File: src/rtl/legv8_ctrl_pkg.sv
// rtl/legv8_ctrl_pkg.sv - LEGv8 multicycle control constants, opcode classes and state codes
// Optional feature macro: ILLEGAL_TRAP_EN (adds the TRAP state code).
package legv8_ctrl_pkg;

   localparam logic [10:0] OP_ADD  = 11'b10001011000;
   localparam logic [10:0] OP_SUB  = 11'b11001011000;
   localparam logic [10:0] OP_AND  = 11'b10001010000;
   localparam logic [10:0] OP_ORR  = 11'b10101010000;
   localparam logic [10:0] OP_LDUR = 11'b11111000010;
   localparam logic [10:0] OP_STUR = 11'b11111000000;
   localparam logic [7:0]  OP_CBZ_PFX = 8'b10110100;
   localparam logic [5:0]  OP_B_PFX   = 6'b000101;

   localparam logic [1:0] ALUOP_ADD   = 2'b00;
   localparam logic [1:0] ALUOP_PASSB = 2'b01;
   localparam logic [1:0] ALUOP_RTYPE = 2'b10;

   typedef enum logic [2:0] {
      CLS_NONE,
      CLS_R,
      CLS_LDUR,
      CLS_STUR,
      CLS_CBZ,
      CLS_B
   } op_class_t;

   localparam logic [2:0] S_IDLE   = 3'd0;
   localparam logic [2:0] S_FETCH  = 3'd1;
   localparam logic [2:0] S_DECODE = 3'd2;
   localparam logic [2:0] S_EXEC   = 3'd3;
   localparam logic [2:0] S_MEM    = 3'd4;
   localparam logic [2:0] S_WB     = 3'd5;
`ifdef ILLEGAL_TRAP_EN
   localparam logic [2:0] S_TRAP   = 3'd6;
`endif

   // Stores and CBZ read their data/test register through the Rt field.
   function automatic logic reg2loc_of(op_class_t c);
      return (c == CLS_STUR) || (c == CLS_CBZ);
   endfunction

endpackage

File: src/rtl/opcode_decode.sv
// rtl/opcode_decode.sv - combinational LEGv8 opcode classifier
module opcode_decode
   import legv8_ctrl_pkg::*;
(
   input  logic [10:0] Opcode,
   output op_class_t   op_class
);

   always_comb begin
      op_class = CLS_NONE;
      if ((Opcode == OP_ADD) || (Opcode == OP_SUB) ||
          (Opcode == OP_AND) || (Opcode == OP_ORR))
         op_class = CLS_R;
      else if (Opcode == OP_LDUR)
         op_class = CLS_LDUR;
      else if (Opcode == OP_STUR)
         op_class = CLS_STUR;
      else if (Opcode[10:3] == OP_CBZ_PFX)
         op_class = CLS_CBZ;
      else if (Opcode[10:5] == OP_B_PFX)
         op_class = CLS_B;
   end

endmodule

File: src/rtl/multicycle_control.sv
// rtl/multicycle_control.sv - LEGv8 multicycle control FSM with memory wait timeout
// Optional feature macro: ILLEGAL_TRAP_EN (unclassified opcodes trap instead of NOP).
module multicycle_control
   import legv8_ctrl_pkg::*;
#(
   parameter int MAX_WAIT = 8
) (
   input  logic        clk,
   input  logic        rst_n,
   input  logic        Halt,
   input  logic [10:0] Opcode,
   input  logic        Zero,
   input  logic        MemReady,
   output logic        Reg2Loc,
   output logic        ALUSrc,
   output logic        MemtoReg,
   output logic        RegWrite,
   output logic        MemRead,
   output logic        MemWrite,
   output logic        IRWrite,
   output logic        PCWrite,
   output logic        PCSrc,
   output logic [1:0]  ALUOp,
   output logic        MemErr,
   output logic        Illegal
);

   localparam logic [7:0] WAIT_LAST = 8'(MAX_WAIT - 1);

   logic [2:0] state, state_nx;
   op_class_t  dec_class, cur_class;
   logic [7:0] wait_cnt;
   logic       mem_phase;
   logic       timeout;

   opcode_decode u_dec (
      .Opcode   (Opcode),
      .op_class (dec_class)
   );

   assign mem_phase = (state == S_FETCH) || (state == S_MEM);
   // Last allowed cycle without MemReady; MemReady in this cycle still completes.
   assign timeout   = mem_phase && !MemReady && (wait_cnt == WAIT_LAST);

   always_comb begin
      state_nx = state;
      case (state)
         S_IDLE:   if (!Halt) state_nx = S_FETCH;
         S_FETCH: begin
            if (MemReady)     state_nx = S_DECODE;
            else if (timeout) state_nx = S_IDLE;
         end
         S_DECODE: begin
            if (dec_class == CLS_NONE)
`ifdef ILLEGAL_TRAP_EN
               state_nx = S_TRAP;
`else
               state_nx = S_IDLE;
`endif
            else
               state_nx = S_EXEC;
         end
         S_EXEC: begin
            case (cur_class)
               CLS_R:              state_nx = S_WB;
               CLS_LDUR, CLS_STUR: state_nx = S_MEM;
               default:            state_nx = S_IDLE;
            endcase
         end
         S_MEM: begin
            if (MemReady)     state_nx = (cur_class == CLS_LDUR) ? S_WB : S_IDLE;
            else if (timeout) state_nx = S_IDLE;
         end
         S_WB:     state_nx = S_IDLE;
`ifdef ILLEGAL_TRAP_EN
         S_TRAP:   state_nx = S_TRAP;
`endif
         default:  state_nx = S_IDLE;
      endcase
   end

   always_comb begin
      ALUSrc   = 1'b0;
      MemtoReg = 1'b0;
      RegWrite = 1'b0;
      MemRead  = 1'b0;
      MemWrite = 1'b0;
      IRWrite  = 1'b0;
      PCWrite  = 1'b0;
      PCSrc    = 1'b0;
      ALUOp    = ALUOP_ADD;
      case (state)
         S_FETCH: begin
            MemRead = 1'b1;
            IRWrite = MemReady;
            PCWrite = MemReady;
         end
         S_EXEC: begin
            ALUSrc = (cur_class == CLS_LDUR) || (cur_class == CLS_STUR);
            if (cur_class == CLS_R)        ALUOp = ALUOP_RTYPE;
            else if (cur_class == CLS_CBZ) ALUOp = ALUOP_PASSB;
            if ((cur_class == CLS_B) || ((cur_class == CLS_CBZ) && Zero)) begin
               PCWrite = 1'b1;
               PCSrc   = 1'b1;
            end
         end
         S_MEM: begin
            MemRead  = (cur_class == CLS_LDUR);
            MemWrite = (cur_class == CLS_STUR);
         end
         S_WB: begin
            RegWrite = 1'b1;
            MemtoReg = (cur_class == CLS_LDUR);
         end
         default: ;
      endcase
   end

   always_ff @(posedge clk or negedge rst_n) begin
      if (!rst_n) begin
         state     <= S_IDLE;
         cur_class <= CLS_NONE;
         Reg2Loc   <= 1'b0;
         wait_cnt  <= 8'd0;
         MemErr    <= 1'b0;
      end else begin
         state <= state_nx;
         if (state == S_DECODE) begin
            cur_class <= dec_class;
            Reg2Loc   <= reg2loc_of(dec_class);
         end
         if (((state_nx == S_FETCH) && (state != S_FETCH)) ||
             ((state_nx == S_MEM) && (state != S_MEM)) ||
             (state_nx == S_IDLE))
            wait_cnt <= 8'd0;
         else if (mem_phase && !MemReady)
            wait_cnt <= wait_cnt + 8'd1;
         if (timeout)
            MemErr <= 1'b1;
      end
   end

`ifdef ILLEGAL_TRAP_EN
   logic illegal_q;

   always_ff @(posedge clk or negedge rst_n) begin
      if (!rst_n)
         illegal_q <= 1'b0;
      else if ((state == S_DECODE) && (dec_class == CLS_NONE))
         illegal_q <= 1'b1;
   end

   assign Illegal = illegal_q;
`else
   assign Illegal = 1'b0;
`endif

endmodule

File: config.mk
export PLATFORM = sky130hd
export DESIGN_NAME = multicycle_control
export DESIGN_NICKNAME = d
export VERILOG_FILES = /design/src/rtl/legv8_ctrl_pkg.sv /design/src/rtl/opcode_decode.sv /design/src/rtl/multicycle_control.sv
export SDC_FILE = /design/constraint.sdc
export NUM_CORES = 1
export LEC_CHECK = 0
export ABC_AREA = 1
export BUFFER_PORTS_ARGS = -buffer_cell sky130_fd_sc_hd__buf_4
export CELL_PAD_IN_SITES_DETAIL_PLACEMENT = 2
export CELL_PAD_IN_SITES_GLOBAL_PLACEMENT = 2
export CORE_MARGIN = 3
export CORE_UTILIZATION = 31
export CTS_BUF_LIST = sky130_fd_sc_hd__clkbuf_8
export CTS_CLUSTER_DIAMETER = 60
export DETAILED_ROUTE_END_ITERATION = 6
export GPL_TIMING_DRIVEN = 1
export PLACE_DENSITY_LB_ADDON = 0.1
export SETUP_SLACK_MARGIN = 0.1
export SLEW_MARGIN = 20
export SYNTH_ARGS = -nofsm -noshare
export SYNTH_HDL_FRONTEND = slang
export SYNTH_SLANG_ARGS = --single-unit
File: constraint.sdc
create_clock -name clk -period 3.8 [get_ports clk]
set_clock_uncertainty 0.15 [all_clocks]
set_input_delay 0.76 -clock clk [delete_from_list [all_inputs] [get_ports clk]]
set_output_delay 0.76 -clock clk [all_outputs]
set_load 0.01 [all_outputs]
==> reports/results.ini <==
[critical_path]
critPathLaunchType = flip-flop
path_class = flip-flop to primary output
slowest_delay_ps = 380
cp_cell_sequence = inv_1 -> nand2_1 -> nor2_1 -> inv_1 -> nor2_1 -> or2_2 -> buf_4
crit_path_top_delay_cell = dfrtp_1
path_max_fanout = 4
crit_arrival_ps = 1730
crit_path_end_kind = primary output
critPathRequiredTime_ps = 2890

[detailed_routing]
viasPerCell = 4.85
dr_wl_met3_um = 165
met1_length_um = 1640
routed_wl_um = 3910
wl_met2_um = 2110
ant_nets = 0
num_vias = 1160
drt_pass1_iterations = 4
drt-wirelength-per-cell_um = 16.4
top_layer_used = met3
drc = 0
drt_iter0_markers = 51

[synthesis]
synth_top_family_by_area = simple AND/OR/NAND/NOR gates
netlist_instances = 165
synthesis.area_um2 = 1100
syn_nets = 182
yosysTopAreaCell = dfrtp_1
synthXorXnorAreaFrac = 0.0558
synth_cell_types = 23
yosys_warnings = 0
syn_area_per_cell_um2 = 6.66
synth.area.mux_share = 0
synthAdderAreaFrac = 0.0114
ys_seq_area_frac = 0.364
synth_compound_area_frac = 0.0467
synth_area_leaders = dfrtp_1 (36%), nand2_1 (13%), nor2_1 (13%)
synth.top_cell.area_share = 0.364
ys_ff_latch = 16
synthSimpleGateAreaFrac = 0.415

[clock_tree]
htreeDepth = 1
cts-root-buf = clkbuf_8
cts_buffers = 3
holdBufCountCts = 0
cts_setup_buffers = 0
cts.path.max_buffers = 2
insertion_delay_ps = 250
cts.clk_slew.worst_paths_ps = 70
cts-resized-gates = 0
cts_tree = built
clkSinkCount = 16

[power]
pwr-share-comb = 0.425
clkPwrFrac = 0.239
p_int_w = 0.000377
pwr-share-seq = 0.336
swShare = 0.415
powerDensity_nw_per_um2 = 459
power.switching_w = 0.000268
power_leakage_nw = 0.763
ir_drop_mv = 0.191

[floorplanning]
core_area_um2 = 3200
die_w_um = 65.5
dieHeight_um = 65.5
start_util = 0.343
rows = 20
io_pins = 29
die_area_um2 = 4290

[sta]
drv_slew = 0
fin_ws_ps = 1160
finalHoldWorstSlack_ps = 211
worst_pin_slew_ps = 531
min_period_ps = 2640
grt_setup_unrepaired = false
period_share = 0.696
max_clock_freq_mhz = 378
slew-limit-headroom = 0.644
setup_tns_ps = 0
finalSetupViolations = 0
hold_viol = 0

[cells_and_area]
drive_above_1_share = 0.215
syn_to_final_growth_pct = 27.8
n_fill_cell = 419
stdcell_area_um2 = 1400
n_antenna_cell = 0
nets = 213

[run_status]
status = completed

[placement]
preCtsSetupSlack_ps = 1300
numPortBuffers = 27
routabilityCongestion = 0.722
placed_area_um2 = 1350
hpwl_um = 2860

[global_routing]
grtUsageTotal = 0.206
grt_pass1_vias = 1358
grt_max_degree = 17
grt_pass1_wl_um = 6800
grt_overflow = 0
antenna_found_initial = 0

[flow_run]
max-cap-violations = 0

[hold_path]
hold_class = input port to async pin

## logic make-up after synthesis
group / Yosys count
other cells: 1
fa+ha+maj: 1
compound gates: 10
buf+inv: 29
simple gates: 101
flops: 16
xor+xnor: 7
## state kept, by name, indices dropped and copies added (netlist names)
| signal | cells |
|---|---|
| wait_cnt | 8 |
| cur_class | 3 |
| state | 3 |
| MemErr | 1 |
| Reg2Loc | 1 |
## critical path: cells and delay by family (launching register included)
family	cells	cell delay, ps
buf+inv	3	320
flops	1	380
simple gates	4	780
## stage by stage
step,util,total power [W],instances
2_1_floorplan,-,0.000380,165
3_3_place_gp,0.421,0.000464,235
3_5_place_dp,0.421,0.000486,235
4_1_cts,0.438,0.000654,239
5_1_grt,0.438,0.000697,239
6_report,0.438,0.000645,239
## synth_stat cells
cell      instances
nand2_4           1
nor3_1            3
buf_4             1
o21ai_0           7
or2_2             3
inv_2             1
conb_1            1
xnor2_1           2
nand2_1          37
xor2_1            5
nor4_1            3
nor3_2            1
a21oi_1           2
nand4_1           4
ha_1              1
nor2_1           37
o22ai_1           1
nand3_1           8
clkinv_2          1
nand2_2           3
inv_1            26
dfrtp_1          16
nor2_8            1
## final timing paths
path	startpoint	end	slack (ps)	cells after the start
max in group asynchronous	rst_n	cur_class[1]$_DFFE_PN0P_	3100	1
worst min register to register	MemErr$_DFFE_PN0P_	MemErr$_DFFE_PN0P_	350	1
worst min-delay path	rst_n	wait_cnt[0]$_DFFE_PN0P_	210	1
worst max register to register	state[1]$_DFF_PN0_	wait_cnt[3]$_DFFE_PN0P_	1770	10
min in group clk	MemErr$_DFFE_PN0P_	MemErr$_DFFE_PN0P_	350	1
worst max-delay path	state[1]$_DFF_PN0_	PCWrite	1160	7
## cells in the final DEF, fill, tap and decap left out, types with 2 or more instances in the layout
cell type	netlist	final
xnor2_1	2	2
nor2_1	37	37
buf_4	1	27
or2_2	3	3
nor4_1	3	3
nand2_2	3	3
dfrtp_1	16	16
nand3_1	8	8
o21ai_0	7	7
nor3_1	3	3
nand2_1	37	37
clkbuf_8	0	4
nand4_1	4	4
xor2_1	5	5
a21oi_1	2	2
inv_1	26	26
## power groups by stage
stage               Combinational [W]  Clock (W)  Sequential (W)
floorplan                    0.000166          0        0.000214
global placement             0.000248          0        0.000216
detailed placement           0.000269          0        0.000218
CTS                          0.000278   0.000159        0.000217
global route                 0.000310   0.000166        0.000221
finish                       0.000274   0.000154        0.000217
## routing by layer
| layer | up-vias | track usage |
|---|---|---|
| met4 | 0 | 0.0181 |
| met1 | 572 | 0.246 |
| met5 | - | 0 |
| met3 | 0 | 0.0581 |
| met2 | 21 | 0.378 |
| li1 | 567 | - |
## final cells by class
cell class	instances	area, um^2	share of cell area
Timing Repair Buffer	27	203	0.144
Inverter	28	106	0.0758
Multi-Input combinational cell	120	584	0.416
Tap cell	44	55.1	0.0392
Clock buffer	4	55.1	0.0392
Sequential cell	16	400	0.285
Note: power is estimated with default switching activity, not from simulation.
